### src/rtl/arbitro_rr16.sv
// arbitro_rr16 -- round-robin arbiter for 16 requesters sharing one resource.
//
// A grant is held until the holder pulses rel, drops its request, or
// (with MAX_HOLD != 0) reaches MAX_HOLD cycles while another requester is
// pending. After every grant the arbiter spends at least one cycle idle and
// the priority pointer moves to the requester just after the last holder.
//
// Parameters:
//   MAX_HOLD   maximum grant length under contention (0 = no timeout, 0..255)
// Ports:
//   clk        system clock, rising edge
//   rst        synchronous active-high reset
//   req        level-sensitive request vector, bit i = requester i
//   rel        single-cycle release pulse from the current holder
//              (the holder's "release" strobe; that word is reserved in SV)
//   gnt        registered one-hot grant, zero when no grant is active
//   gnt_idx    registered index of the granted requester, holds when idle
//   gnt_valid  a grant is active
//   forced     one-cycle pulse in the idle cycle following a timed-out grant
module arbitro_rr16 #(
    parameter int unsigned MAX_HOLD = 8
) (
    input  logic        clk,
    input  logic        rst,
    input  logic [15:0] req,
    input  logic        rel,
    output logic [15:0] gnt,
    output logic [3:0]  gnt_idx,
    output logic        gnt_valid,
    output logic        forced
);

    typedef enum logic {
        IDLE  = 1'b0,
        GRANT = 1'b1
    } state_t;

    localparam bit         TIMEOUT_EN = (MAX_HOLD != 0);
    localparam logic [7:0] HOLD_LAST  = (MAX_HOLD == 0) ? 8'd0 : 8'(MAX_HOLD - 1);

    state_t      state, state_nxt;
    logic [3:0]  ptr, ptr_nxt;
    logic [7:0]  hold_cnt, hold_nxt;
    logic [15:0] gnt_nxt;
    logic [3:0]  idx_nxt;
    logic        valid_nxt;
    logic        forced_nxt;

    logic [3:0]  sel_idx;
    logic        sel_found;
    logic [3:0]  cand;
    logic [15:0] others;
    logic        timeout;
    logic        end_grant;

    // First set request bit scanning upward from ptr, wrapping at 16.
    always_comb begin
        sel_idx   = ptr;
        sel_found = 1'b0;
        cand      = ptr;
        for (int unsigned i = 0; i < 16; i++) begin
            cand = ptr + 4'(i);
            if (!sel_found && req[cand]) begin
                sel_idx   = cand;
                sel_found = 1'b1;
            end
        end
    end

    // gnt is one-hot of gnt_idx while granting, so it masks out the holder.
    assign others    = req & ~gnt;
    assign timeout   = TIMEOUT_EN && (hold_cnt == HOLD_LAST) && (others != '0);
    assign end_grant = rel || !req[gnt_idx] || timeout;

    always_comb begin
        state_nxt  = state;
        ptr_nxt    = ptr;
        hold_nxt   = hold_cnt;
        gnt_nxt    = gnt;
        idx_nxt    = gnt_idx;
        valid_nxt  = gnt_valid;
        forced_nxt = 1'b0;

        case (state)
            IDLE: begin
                if (sel_found) begin
                    state_nxt = GRANT;
                    idx_nxt   = sel_idx;
                    gnt_nxt   = 16'h0001 << sel_idx;
                    valid_nxt = 1'b1;
                    hold_nxt  = '0;
                end else begin
                    gnt_nxt   = '0;
                    valid_nxt = 1'b0;
                end
            end
            GRANT: begin
                if (end_grant) begin
                    state_nxt  = IDLE;
                    gnt_nxt    = '0;
                    valid_nxt  = 1'b0;
                    ptr_nxt    = gnt_idx + 4'd1;
                    // A normal end (release or withdrawal) takes precedence.
                    forced_nxt = !rel && req[gnt_idx];
                end else if (hold_cnt != 8'hFF) begin
                    hold_nxt = hold_cnt + 8'd1;
                end
            end
        endcase
    end

    always_ff @(posedge clk) begin
        if (rst) begin
            state     <= IDLE;
            ptr       <= '0;
            hold_cnt  <= '0;
            gnt       <= '0;
            gnt_idx   <= '0;
            gnt_valid <= 1'b0;
            forced    <= 1'b0;
        end else begin
            state     <= state_nxt;
            ptr       <= ptr_nxt;
            hold_cnt  <= hold_nxt;
            gnt       <= gnt_nxt;
            gnt_idx   <= idx_nxt;
            gnt_valid <= valid_nxt;
            forced    <= forced_nxt;
        end
    end

endmodule

### config.mk
export PLATFORM = sky130hd
export DESIGN_NAME = arbitro_rr16
export DESIGN_NICKNAME = d
export VERILOG_FILES = /design/src/rtl/arbitro_rr16.sv
export SDC_FILE = /design/constraint.sdc
export NUM_CORES = 1
export LEC_CHECK = 0
export BUFFER_PORTS_ARGS = -buffer_cell sky130_fd_sc_hd__buf_2
export CORE_UTILIZATION = 55
export DETAILED_ROUTE_END_ITERATION = 6
export GPL_TIMING_DRIVEN = 0
export PLACE_DENSITY = 0.78
export REMOVE_ABC_BUFFERS = 1
export SYNTH_ARGS = -nofsm -noshare
export SYNTH_HDL_FRONTEND = slang
export SYNTH_SLANG_ARGS = --single-unit
export TNS_END_PERCENT = 20
### constraint.sdc
create_clock -name clk -period 5.1 [get_ports clk]
set_input_delay 0.765 -clock clk [delete_from_list [all_inputs] [get_ports clk]]
set_output_delay 0.765 -clock clk [all_outputs]
set_load 0.02 [all_outputs]
==> impl_summary.md, run 1 <==
Status
The flow ran to the end, and the final reports show no timing, DRC or antenna violations.

Finish
The fraction of final layout cells with drive strength greater than 1 is 0.227. The repair_antennas step left the layout with diodes totalling 0. Relative to the synthesized area, the layout overhead comes to 8.49%. With fillers left out, the area of the finished cells amounts to about 0.0046 mm^2. The net total in the final layout is ~540. Counting the fill cells in the layout gives 625.

Yosys
By area the synthesized netlist is led by dfxtp_1 (17%), mux4_2 (17%), mux2i_1 (6.2%), nor2_1 (4.6%), a22o_1 (4.0%). After technology mapping, the gate count stands at slightly below 500. During synthesis, Yosys emitted a total of 0 warnings. Of all cell types, the one taking the most synthesized area is dfxtp_1. For this run, the register share of the synthesized area comes to 0.167.

Counting flops and latches in the post-synthesis netlist gives 35. The proportion of register bits with asynchronous set or reset after synthesis is 0. The cell area that synthesis handed to floorplanning was roughly 0.0042 mm^2. Yosys mapped a number of flops with a built-in enable equal to 0. In the post-synthesis netlist, the cell with the most instances is nor2_1. By count the netlist is led by nor2_1 (51), dfxtp_1 (35), nand2_1 (35), mux4_2 (31), a21oi_1 (30). Synthesis instantiated 76 different standard cells from the library. The mean instance size in the synthesized netlist is around 8.6 um^2. The area share of the leading cell type in the synthesized netlist is 0.167. The most used flip-flop cell after synthesis is dfxtp_1.

GRT
Global routing finished with a remaining overflow of 0. The initial antenna violation count is 0. For this run, global-route usage on met1 was measured as 0.475. The global-route wire length before repair is ~22000 um.

The number of global-route vias before repair came to just over 4000. For this run, the total global-route usage over all layers was measured as 0.365. For met2 alone, demand over resource in global routing was 0.584. The met3 track demand over resource in global routing is 0.0711. The pin count of the biggest net entering global routing is 32. After global routing, the most crowded layer is met2.

Floorplanning
The starting utilization of the core area is 0.573. The floorplan has 31 rows. The floorplan step set the die height to ~89 um. The core region is 0.00733 mm^2. The chip width is approximately 89 um. The I/O pin count is between 40 and 50. The die covers about 0.0080 mm^2.

Drt
The via density per instance is 7.04. Dividing the detail-routed wire length by the instance count gives between 20 and 25 um. The final antenna-violating net count is 0.

The number of vias after detailed routing is 4327. The overall routed net length is around 14000 um. After the first detailed-routing iteration, the DRC count stood at ~460.

The DRC violation count after routing is 0. For this run, the detailed router's first-pass iteration total came to 5.

Pwr
Summed over all cells, the static leakage comes to 1.73 nW. The cell-internal power is around 0.0011 W. The switching part of the total is 0.526. The clock network power share is 0.088. The power density normalized to cell area is 504 mW/mm^2. Of the total power, registers draw 0.184. The share of power burned in combinational logic is 0.728. The completed layout was analyzed and its total power is 0.00230 W. Summed over all nets, the switching power comes to between 0.001 and 0.0015 W. The maximum resistive drop on vdd is 0.000329 V.

Place
The count of port buffers added during placement is 40. The half-perimeter wire length after detailed placement is approximately 10000 um. Once placement finished, the instance area stood at ~0.0044 mm^2. The last weighted congestion value of the routability-driven placer is around 1. The placement-stage worst setup slack is -0.921 ns.

STA
The maximum achievable frequency is between 200 and 250 MHz. The final hold violation count is 0. The clock arrives with between 0.005 and 0.006 ns of skew. Setup violations remaining at the end of the flow were counted as 0.

Measured against its own limit, the worst slew margin works out to 0.292. The slew at the pin with the worst max-slew slack is 1.06 ns. The time the worst path needs with I/O delays and setup is between 4 and 5 ns.

Setup repair after global routing left no endpoint under its margin. The post-layout worst setup margin is around 0.22 ns. The number of pins exceeding their max-slew limit in the final report is 0.

The share of the clock period used by the worst path is 0.957.

Setup path
The register-to-register path setup slack is around 0.22 ns. The critical path goes through inv_1 -> ha_4 -> mux2_1 -> mux4_2 -> and2_1 -> nor2_2 -> or3b_4 -> nand2b_4 -> o211ai_1 -> xnor2_1 -> nor3b_1 -> nor2b_1 -> a22o_1. In this run the worst path has a maximum fanout of 26.

The reg-to-reg critical path startpoint is ptr[1]$_SDFFE_PP0P_. The endpoint identified for the worst register-to-register timing path is gnt[9]$_SDFFE_PP0P_. The type of element capturing the critical path is a flip-flop. The start-to-end type of the worst setup path is flip-flop to flip-flop. On the critical path the largest part of the delay comes from simple AND/OR/NAND/NOR gates. The required time at the endpoint of the critical path is around 5.3 ns. The count of cells along the worst register-to-register path is 13. The nature of the critical path startpoint is a flip-flop. The longest individual stage delay on the worst path is 0.61 ns. The master of the slowest instance on the critical path is dfxtp_4.

The sum of buffers and inverters on the critical path is 1. STA puts the critical path data arrival time at ~5.1 ns.

CTS
CTS placed an instance of clkbuf_8 at the clock tree root. The number of buffers on the longest clock path is 2. The tree built by TritonCTS fans out to 35 sinks. The number of gates given a new drive strength after cts is 7.

Buffers inserted to repair hold after CTS numbered 0. The number of clock buffers added by TritonCTS is 5. The setup fix buffers added after clock tree synthesis is 0.

The CTS tree is yes. The clock input transition at the sequential cells of the worst setup and hold paths is around 0.070 ns. The insertion delay of the later-clocked pin in the worst-skew pair is between 0.2 and 0.3 ns. The H-tree generated during clock tree synthesis spans 2 levels.

Worst hold path
The hold path depth is 1. The worst hold path terminates at gnt_valid$_SDFFE_PP0P_. The path class of the tightest hold or removal check is flip-flop to flip-flop. In this run the most critical hold path is launched from gnt_valid$_SDFFE_PP0P_.

Run
The count of max-cap constraint violations is 0.
## worst max path at each step
| stage | slack [ns] | endpoint | cells after the start | from |
|---|---|---|---|---|
| 3_3_place_gp | -1.73 | gnt[1]$_SDFFE_PP0P_ | 12 | ptr[1]$_SDFFE_PP0P_ |
| 4_1_cts | 0.13 | gnt[11]$_SDFFE_PP0P_ | 13 | ptr[1]$_SDFFE_PP0P_ |
| 5_1_grt | 0.003 | gnt[1]$_SDFFE_PP0P_ | 13 | ptr[1]$_SDFFE_PP0P_ |
| 3_5_place_dp | -0.92 | gnt[11]$_SDFFE_PP0P_ | 13 | ptr[1]$_SDFFE_PP0P_ |
| 2_1_floorplan | -0.39 | gnt[8]$_SDFFE_PP0P_ | 11 | ptr[0]$_SDFFE_PP0P_ |
| 6_report | 0.22 | gnt[9]$_SDFFE_PP0P_ | 13 | ptr[1]$_SDFFE_PP0P_ |
## cell usage in the layout (no fill, tap or decap), drive strengths merged, types with 4 or more instances in the layout
cell	netlist	final
o22ai	10	10
ha	9	9
clkbuf	9	6
nor3	10	10
mux2i	26	26
mux2	24	24
nor2	53	53
a211oi	7	7
o32ai	4	4
a31oi	6	6
buf	12	41
dfxtp	35	35
and2	10	10
xor2	9	9
nand3	13	13
nand2b	10	10
nand2	35	35
mux4	31	31
xnor2	12	12
inv	23	23
a32oi	4	4
a21oi	30	30
o211ai	5	5
a22o	19	19
a22oi	5	5
o21ai	20	20
## worst register-to-register path, stage by stage, from the launching register on
cell	delay (ns)
dfxtp_4	0.61
inv_1	0.31
ha_4	0.53
mux2_1	0.40
mux4_2	0.48
and2_1	0.22
nor2_2	0.26
or3b_4	0.46
nand2b_4	0.19
o211ai_1	0.33
xnor2_1	0.25
nor3b_1	0.25
nor2b_1	0.35
a22o_1	0.18
## power groups by stage
stage	Combinational [W]	Clock [W]	Sequential, W
floorplan	0.00116	0	0.000433
global placement	0.00157	0	0.000423
detailed placement	0.00160	0	0.000424
CTS	0.00161	0.000204	0.000421
global route	0.00178	0.000215	0.000433
finish	0.00167	0.000202	0.000424
## flip-flops by register name, summed over array words and instances (netlist names)
| name | count |
|---|---|
| gnt | 16 |
| hold_cnt | 8 |
| gnt_idx | 4 |
| ptr | 4 |
| forced | 1 |
| gnt_valid | 1 |
| state | 1 |
## metal layers
metal | vias up | routed length, um
met5 | - | 0
met4 | 0 | 646
met3 | 66 | 1250
met2 | 270 | 6380
met1 | 2060 | 5530
li1 | 1931 | -
## per-stage QoR
stage / TNS, ns / util / instances / hold slack (ns)
floorplan: -4.73 / - / 468 / 0.472
global placement: -37.94 / 0.602 / 607 / 0.446
detailed placement: -21.81 / 0.604 / 608 / 0.452
CTS: 0 / 0.619 / 615 / 0.470
global route: 0 / 0.621 / 615 / 0.488
finish: 0 / 0.621 / 615 / 0.470
## final cells by class
type,count,area [um^2],area share
Sequential cell,35,712,0.156
Tap cell,99,124,0.0272
Multi-Input combinational cell,408,3330,0.731
Clock inverter,1,5.00,0.00110
Timing Repair Buffer,41,208,0.0456
Clock buffer,6,82.6,0.0181
Inverter,25,95.1,0.0209
## kinds of logic after synthesis
logic type | count (synthesis) | synth area share
buffers and inverters | 46 | 0.0483
muxes | 81 | 0.293
adders and majority gates | 9 | 0.0268
AOI/OAI and AO/OA | 143 | 0.242
and+or+nand+nor | 154 | 0.180
DFF | 35 | 0.167
xor gates and xnor gates | 21 | 0.0438
No activity file was read; power rests on OpenSTA's default activity.
==> run 2: changes to the inputs <==
BUFFER_PORTS_ARGS = not set   (was -buffer_cell sky130_fd_sc_hd__buf_2)
CORE_UTILIZATION = 36   (was 55)
DONT_BUFFER_PORTS = 1   (was not set)
PLACE_DENSITY = not set   (was 0.78)
==> run 2 against run 1 <==
Net effect: clock skew up 0.00090 ns; via count down 3.3%; combinational power down 4%; first-iteration DRC count up 0.43%; die area up 51%; sequential share of layout area up 0.19 points; worst hold slack better by 0.052 ns; design area down 1.6%; flip-flop and latch count unchanged; sequential power up 8.0%; worst setup slack worse by 0.041 ns; largest cell class unchanged; largest power group unchanged.
==> impl_summary.md, run 2 (synthesis results as in run 1) <==
Place
The last weighted congestion value of the routability-driven placer is 0.970 (-3.8%). The half-perimeter wire length after detailed placement was 10300 um (+1.6%). The count of port buffers added during placement is 0 (-100%).

The number of placed instances, taps included is 612 (+0.66%). The placement-stage worst setup slack is -1.15 ns (-0.227 ns).

CTS
The number of buffers on the longest clock path came to 2 (unchanged). The number of buffers created by CTS was 5 (unchanged). The insertion delay of the later-clocked pin in the worst-skew pair was 0.27 ns (-0.02 ns).

The CTS tree is yes. The CTS root buffer is clkbuf_16. The clock sink count is 35 (unchanged). The clock input transition at the sequential cells of the worst setup and hold paths is 0.05 ns (-0.02 ns). The number of H-tree levels is 2 (unchanged).

Finish
The number of inserted diodes was 0 (unchanged). The most flop-heavy register is gnt. The most common cell after layout, fill and taps aside is nor2_1. The number of cells in the finished layout apart from fillers came to 622 (+1.1%). The largest registers in the layout are gnt: 16 flops, hold_cnt: 8 flops. The share of the core filled with cells is 0.394 (-0.227). The net total in the final layout was 506 (-7.0%). The fraction of final layout cells with drive strength greater than 1 is 0.163 (-0.0639).

The top cell types in the final layout, fill and taps aside, are nor2_1 (51), nand2_1 (35), dfxtp_1 (32), mux4_2 (31), a21oi_1 (30). The flip-flop count of the largest register after layout came to 16 (unchanged). The footprint of the multi-input gates came to 0.00333 mm^2 (unchanged). The total of fill cells in the finished design was 1140 (+82%).

The sequential cell area in the final layout is 709 um^2 (-0.35%). The area growth from synthesis to layout is 6.79%.

Pwr
The portion of total power attributed to sequential cells was 0.196 (+0.012). The clock network power share is 0.121 (+0.033). The share of power burned in combinational logic is 0.684 (-0.044). The switching part of the total is 0.510 (-0.0158). The cell-internal power was 0.00115 W (+5.1%). The switching power of the nets is 0.00119 W (-1.3%).

The leakage power is 1.57 nW (-9.1%). The maximum resistive drop on vdd is 0.000366 V (+11%). The power density normalized to cell area came to 521 mW/mm^2 (+3.3%). The total design power was 0.00234 W (+1.7%).

Drt
The starting DRC count in detailed routing was 466 (+0.43%). The DRC violation count after routing was 0 (unchanged). The number of vias after detailed routing is 4183 (-3.3%).

The wire length per cell is 22.6 um (+0.65%). The overall routed net length came to 14100 um (+1.8%). The via density per instance came to 6.73 (-4.4%).

The detailed-router iteration count before antenna repair is 5 (unchanged). The final antenna-violating net count was 0 (unchanged).

STA
The maximum achievable frequency is 203 MHz (-0.83%). The share of the clock period used by the worst path is 0.965 (+0.00803). The slew at the pin with the worst max-slew slack is 1.10 ns (+0.0350 ns).

The final setup violation count is 0 (unchanged). The clock skew is 0.00590 ns (+0.000899 ns). The post-layout worst setup margin is 0.178 ns (-0.0410 ns). The worst-case headroom to the max-slew limit came to 0.269 (-0.0234). The time the worst path needs with I/O delays and setup is 4.92 ns (+0.0410 ns). Setup repair after global routing left no endpoint under its margin. The final hold violation count is 0 (unchanged). The number of pins exceeding their max-slew limit in the final report came to 0 (unchanged).

Floorplanning
The I/O pin count is 41 (unchanged). The starting utilization of the core area was 0.369 (-0.203). The core box area is 0.0114 mm^2 (+55%). The cell row count came to 39 (+26%). The area of the die is 0.0121 mm^2 (+51%).

The chip width was 110 um (+23%). The die outline height is 110 um (+23%).

GRT
The met1 usage in global routing is 0.324 (-0.151). The initial antenna violation count is 0 (unchanged). The pin count of the biggest net entering global routing was 32 (unchanged). The global-route wire length before repair came to 22100 um (+1.9%).

The met2 usage is 0.379 (-0.205). The layer with the highest usage is met2. The total congestion overflow is 0 (unchanged).

The combined global-route utilization of all metal layers is 0.240 (-0.124). The met3 track demand over resource in global routing came to 0.0488 (-0.0223). The number of global-route vias before repair is 4010 (-0.99%).

Setup path
The start-to-end type of the worst setup path is flip-flop to flip-flop. The worst setup path is captured at a flip-flop. The required time at the endpoint of the critical path was 5.31 ns (-0.02 ns). The highest fanout seen on the critical path was 29 (+12%).

The nature of the critical path startpoint is a flip-flop. The data arrival time at the worst-slack endpoint is 5.14 ns (+0.03 ns).

Run
The count of max-cap constraint violations is 0 (unchanged).

Status
The flow ran to the end, and the final reports show no timing, DRC or antenna violations.

Worst hold path
In this run the worst hold path is classified as flip-flop to flip-flop.
==> run 2: cell count changes in the layout (fill, tap and decap cells not counted) <==
cell       change
buf_2         -40
clkbuf_8       -6
clkbuf_16      +5
clkbuf_1       +2
buf_6          +1
buf_8          +1
dfxtp_2        +1
dfxtp_4        -1
==> run 2: worst paths after layout <==
| check | from | endpoint | slack (ns) | cells past startpoint |
|---|---|---|---|---|
| worst max-delay path | ptr[2]$_SDFFE_PP0P_ | gnt[9]$_SDFFE_PP0P_ | 0.18 | 13 |
| worst min-delay path | hold_cnt[7]$_SDFFE_PP0P_ | hold_cnt[7]$_SDFFE_PP0P_ | 0.52 | 2 |
| worst max register to register | ptr[2]$_SDFFE_PP0P_ | gnt[9]$_SDFFE_PP0P_ | 0.18 | 13 |
| worst min register to register | hold_cnt[7]$_SDFFE_PP0P_ | hold_cnt[7]$_SDFFE_PP0P_ | 0.52 | 2 |
==> run 2: layer usage <==
layer	vias to the layer above	wire length [um]
met3	34	1510
li1	1861	-
met2	268	6430
met1	2020	5750
met4	0	361
met5	-	0
==> run 2: per-stage QoR <==
step	instance area, um^2	TNS, ns	hold WS [ns]
2_1_floorplan	4090	-4.73	0.472
3_3_place_gp	4270	-43.23	0.488
3_5_place_dp	4280	-27.72	0.513
4_1_cts	4450	0	0.521
5_1_grt	4480	0	0.544
6_report	4480	0	0.522
==> run 2: timing repair <==
item | 4_1_cts | 5_1_grt
cloned | 0 | 0
gates resized for setup | 8 | 2
setup endpoints to repair | 30 | 8
hold buffers | 0 | 0
setup buffers | 0 | 2
==> run 2: critical path: stages, from the launching register on <==
cell      delay (ns)
dfxtp_2         0.71
inv_1           0.41
ha_1            0.54
clkinv_1        0.32
mux2i_2         0.45
mux2_1          0.26
nand3_2         0.14
or3b_4          0.45
nand2b_4        0.19
o211ai_1        0.31
xnor2_1         0.25
nor3b_1         0.26
nor2b_1         0.37
a22o_1          0.18
==> run 2: final cells by class <==
class,count,share of cell area
clock buffers,7,0.0296
clock inverters,1,0.00112
inverters,25,0.0212
multi-input cells,408,0.742
flip-flops and latches,35,0.158
well taps,143,0.0399
repair buffers,3,0.00753
==> run 2: power by group through the flow <==
stage	Combinational (W)	Clock, W	Sequential, W
3_3_place_gp	0.00148	0	0.000470
4_1_cts	0.00152	0.000284	0.000468
2_1_floorplan	0.00116	0	0.000433
6_report	0.00160	0.000282	0.000458
5_1_grt	0.00172	0.000302	0.000467
3_5_place_dp	0.00151	0	0.000471
==> run 3: changes to the inputs <==
CTS_CLUSTER_SIZE = 28   (was not set)
REMOVE_ABC_BUFFERS = not set   (was 1)
==> run 3 against run 2 <==
Net effect: utilization rose by 1.1 points; clock skew rose by 0.00061 ns; design area rose by 2.8%; highest routed layer unchanged; fmax rose by 0.98%; die area did not move; clock power rose by 5%; sequential share of layout area fell by 0.62 points; worst setup slack improved by 0.048 ns; register-to-register slack improved by 0.05 ns; combinational power rose by 6%; largest cell class unchanged.
==> impl_summary.md, run 3 (synthesis results as in run 1) <==
Status
The flow ran to the end, and the final reports show no timing, DRC or antenna violations.

Worst hold path
The worst min-delay path category is flip-flop to flip-flop.

Place
The count of port buffers added during placement is 0 (unchanged). The last weighted congestion value of the routability-driven placer is 0.959 (-1.1%). The half-perimeter wire length after detailed placement came to 11100 um (+8.0%). The placement-stage worst setup slack was -0.876 ns (+0.272 ns).

Setup path
The start-to-end type of the worst setup path is flip-flop to flip-flop. STA classifies the critical path startpoint as a flip-flop. The cell that appears most often on the critical path is buf_6. STA classifies the critical path endpoint as a flip-flop.

The required time at the endpoint of the critical path came to 5.32 ns (about the same). The longest individual stage delay on the worst path was 0.44 ns (-0.27 ns). The highest fanout seen on the critical path is 19 (-34%).

The sum of buffers and inverters on the critical path came to 5 (+3). The master of the slowest instance on the critical path is or3b_4. The family of cells with the greatest summed delay on the critical path is simple AND/OR/NAND/NOR gates. The data arrival time at the worst-slack endpoint is 5.09 ns (-0.05 ns).

Walking the worst path, the cells encountered are buf_6 -> buf_6 -> clkinvlp_4 -> ha_1 -> buf_2 -> clkbuf_4 -> mux4_2 -> mux2_2 -> mux2i_1 -> nand3_2 -> or3b_4 -> nand2b_4 -> o211ai_1 -> xnor2_1 -> nor3b_2 -> and2_1 -> a22o_1.

Finish
The register with the most flip-flops in the final layout is gnt. The net total in the final layout is 529 (+4.5%). Relative to the synthesized area, the layout overhead comes to 9.77%. The largest registers in the layout are gnt: 16 flops, hold_cnt: 8 flops. In the layout the commonest cells are nor2_1 (51), nand2_1 (35), dfxtp_1 (35), mux4_2 (31), a21oi_1 (29). The fraction of final layout cells with drive strength greater than 1 is 0.183 (+0.0204). The number of inserted diodes is 0 (unchanged). The most common cell after layout, fill and taps aside is nor2_1. The flip-flop count of the largest register after layout was 16 (unchanged).

The share of the core filled with cells came to 0.405 (+0.0110). The total of fill cells in the finished design was 1151 (+0.96%).

CTS
The number of buffers on the longest clock path is 2 (unchanged). The CTS root buffer is clkbuf_16. The number of H-tree levels is 2 (unchanged). The post-cts hold buffer count is 0 (unchanged). The clock input transition at the sequential cells of the worst setup and hold paths is 0.06 ns (about the same). The clock sink count is 35 (unchanged).

The number of buffers created by CTS is 5 (unchanged). The insertion delay of the later-clocked pin in the worst-skew pair is 0.28 ns (about the same). TritonCTS built the clock tree.

GRT
The initial antenna violation count was 0 (unchanged). The pin count of the biggest net entering global routing is 20 (-38%). The global-route wire length before repair is 22600 um (+2.2%). The combined global-route utilization of all metal layers is 0.247 (+0.00700). The number of global-route vias before repair is 4056 (+1.1%).

The total congestion overflow is 0 (unchanged).

Drt
The via density per instance is 6.49 (-3.4%). The final antenna-violating net count came to 0 (unchanged). The overall routed net length was 14500 um (+3.2%). The detailed-router iteration count before antenna repair is 5 (unchanged). The wire length per cell is 22.5 um (-0.50%). The DRC violation count after routing is 0 (unchanged). The starting DRC count in detailed routing is 380 (-18%). The number of vias after detailed routing came to 4189 (+0.14%).

Pwr
The total design power is 0.00239 W (+2.3%). The cell-internal power is 0.00116 W (+1.4%). The maximum resistive drop on vdd is 0.000240 V (-35%). The switching power of the nets was 0.00123 W (+3.2%). The portion of total power attributed to sequential cells was 0.169 (-0.027). The switching part of the total is 0.515 (+0.00448). The power density normalized to cell area is 519 mW/mm^2 (-0.49%).

The leakage power is 1.65 nW (+5.1%). The clock network power share is 0.123 (+0.002). The share of power burned in combinational logic is 0.708 (+0.024).

Floorplanning
The die outline height came to 110 um (unchanged). The area of the die came to 0.0121 mm^2 (unchanged). The I/O pin count is 41 (unchanged). The core box area is 0.0114 mm^2 (unchanged).

The starting utilization of the core area is 0.369 (unchanged). The chip width came to 110 um (unchanged). The cell row count is 39 (unchanged).

STA
The clock skew is 0.00651 ns (+0.000611 ns). The worst-case headroom to the max-slew limit is 0.453 (+0.184). The sum of negative setup slack is 0 ns (unchanged). The tightest hold margin is 0.516 ns (-0.00553 ns).

The slew at the pin with the worst max-slew slack is 0.815 ns (-0.280 ns). The share of the clock period used by the worst path is 0.956 (-0.00933). The maximum achievable frequency is 205 MHz (+0.98%).

The final setup violation count was 0 (unchanged). Setup repair after global routing left no endpoint under its margin. The time the worst path needs with I/O delays and setup came to 4.87 ns (-0.0476 ns). The final hold violation count is 0 (unchanged). The post-layout worst setup margin is 0.226 ns (+0.0476 ns). The number of pins exceeding their max-slew limit in the final report is 0 (unchanged).

Run
The count of max-cap constraint violations was 0 (unchanged).

Yosys
The number of nets in the synthesized netlist is slightly above 500.
run 3: layer usage:
layer	track usage	up-vias	share of wire
met5	0	-	0
met3	0.0488	38	0.10
met1	0.336	1997	0.42
met2	0.381	246	0.44
li1	-	1908	-
met4	0.106	0	0.037
run 3: path summary, 6_finish.rpt:
kind	from	end	slack, ns	depth (start not counted)
worst max-delay path	ptr[1]$_SDFFE_PP0P_	gnt[15]$_SDFFE_PP0P_	0.23	17
worst min-delay path	hold_cnt[5]$_SDFFE_PP0P_	hold_cnt[5]$_SDFFE_PP0P_	0.52	2
worst max register to register	ptr[1]$_SDFFE_PP0P_	gnt[15]$_SDFFE_PP0P_	0.23	17
worst min register to register	hold_cnt[5]$_SDFFE_PP0P_	hold_cnt[5]$_SDFFE_PP0P_	0.52	2
run 3: power groups by stage:
stage | logic [W] | clock network (W) | registers, W
floorplan | 0.00123 | 0 | 0.000392
global placement | 0.00160 | 0 | 0.000409
detailed placement | 0.00160 | 0 | 0.000410
CTS | 0.00162 | 0.000299 | 0.000404
global route | 0.00182 | 0.000310 | 0.000409
finish | 0.00169 | 0.000295 | 0.000404
run 3: per-stage QoR:
stage	area (um^2)	std cells
6_report	4610	645
5_1_grt	4610	645
4_1_cts	4530	639
3_5_place_dp	4380	632
3_3_place_gp	4380	632
2_1_floorplan	4200	489
run 3: final cells by class:
cell class / count / area [um^2] / share of cell area
inverters: 25 / 98.8 / 0.0214
flip-flops and latches: 35 / 701 / 0.152
repair buffers: 6 / 45.0 / 0.00977
plain buffers: 20 / 111 / 0.0242
multi-input cells: 408 / 3330 / 0.723
clock buffers: 6 / 129 / 0.0280
well taps: 143 / 179 / 0.0388
clock inverters: 2 / 12.5 / 0.00271
run 3: timing repair:
| action | in CTS | in global routing |
|---|---|---|
| endpoints found under the setup margin | 30 | 22 |
| pin swaps | 0 | 1 |
| gates resized for setup | 3 | 11 |
| setup buffers | 0 | 6 |
run 3: worst reg2reg max path, cell delays in order, from the launching register on:
cell and delay (ns):
dfxtp_1 0.41, buf_6 0.16, buf_6 0.24, clkinvlp_4 0.17, ha_1 0.28, buf_2 0.24, clkbuf_4 0.28, mux4_2 0.38
mux2_2 0.31, mux2i_1 0.32, nand3_2 0.19, or3b_4 0.44, nand2b_4 0.18, o211ai_1 0.31, xnor2_1 0.26, nor3b_2 0.27
and2_1 0.24, a22o_1 0.15
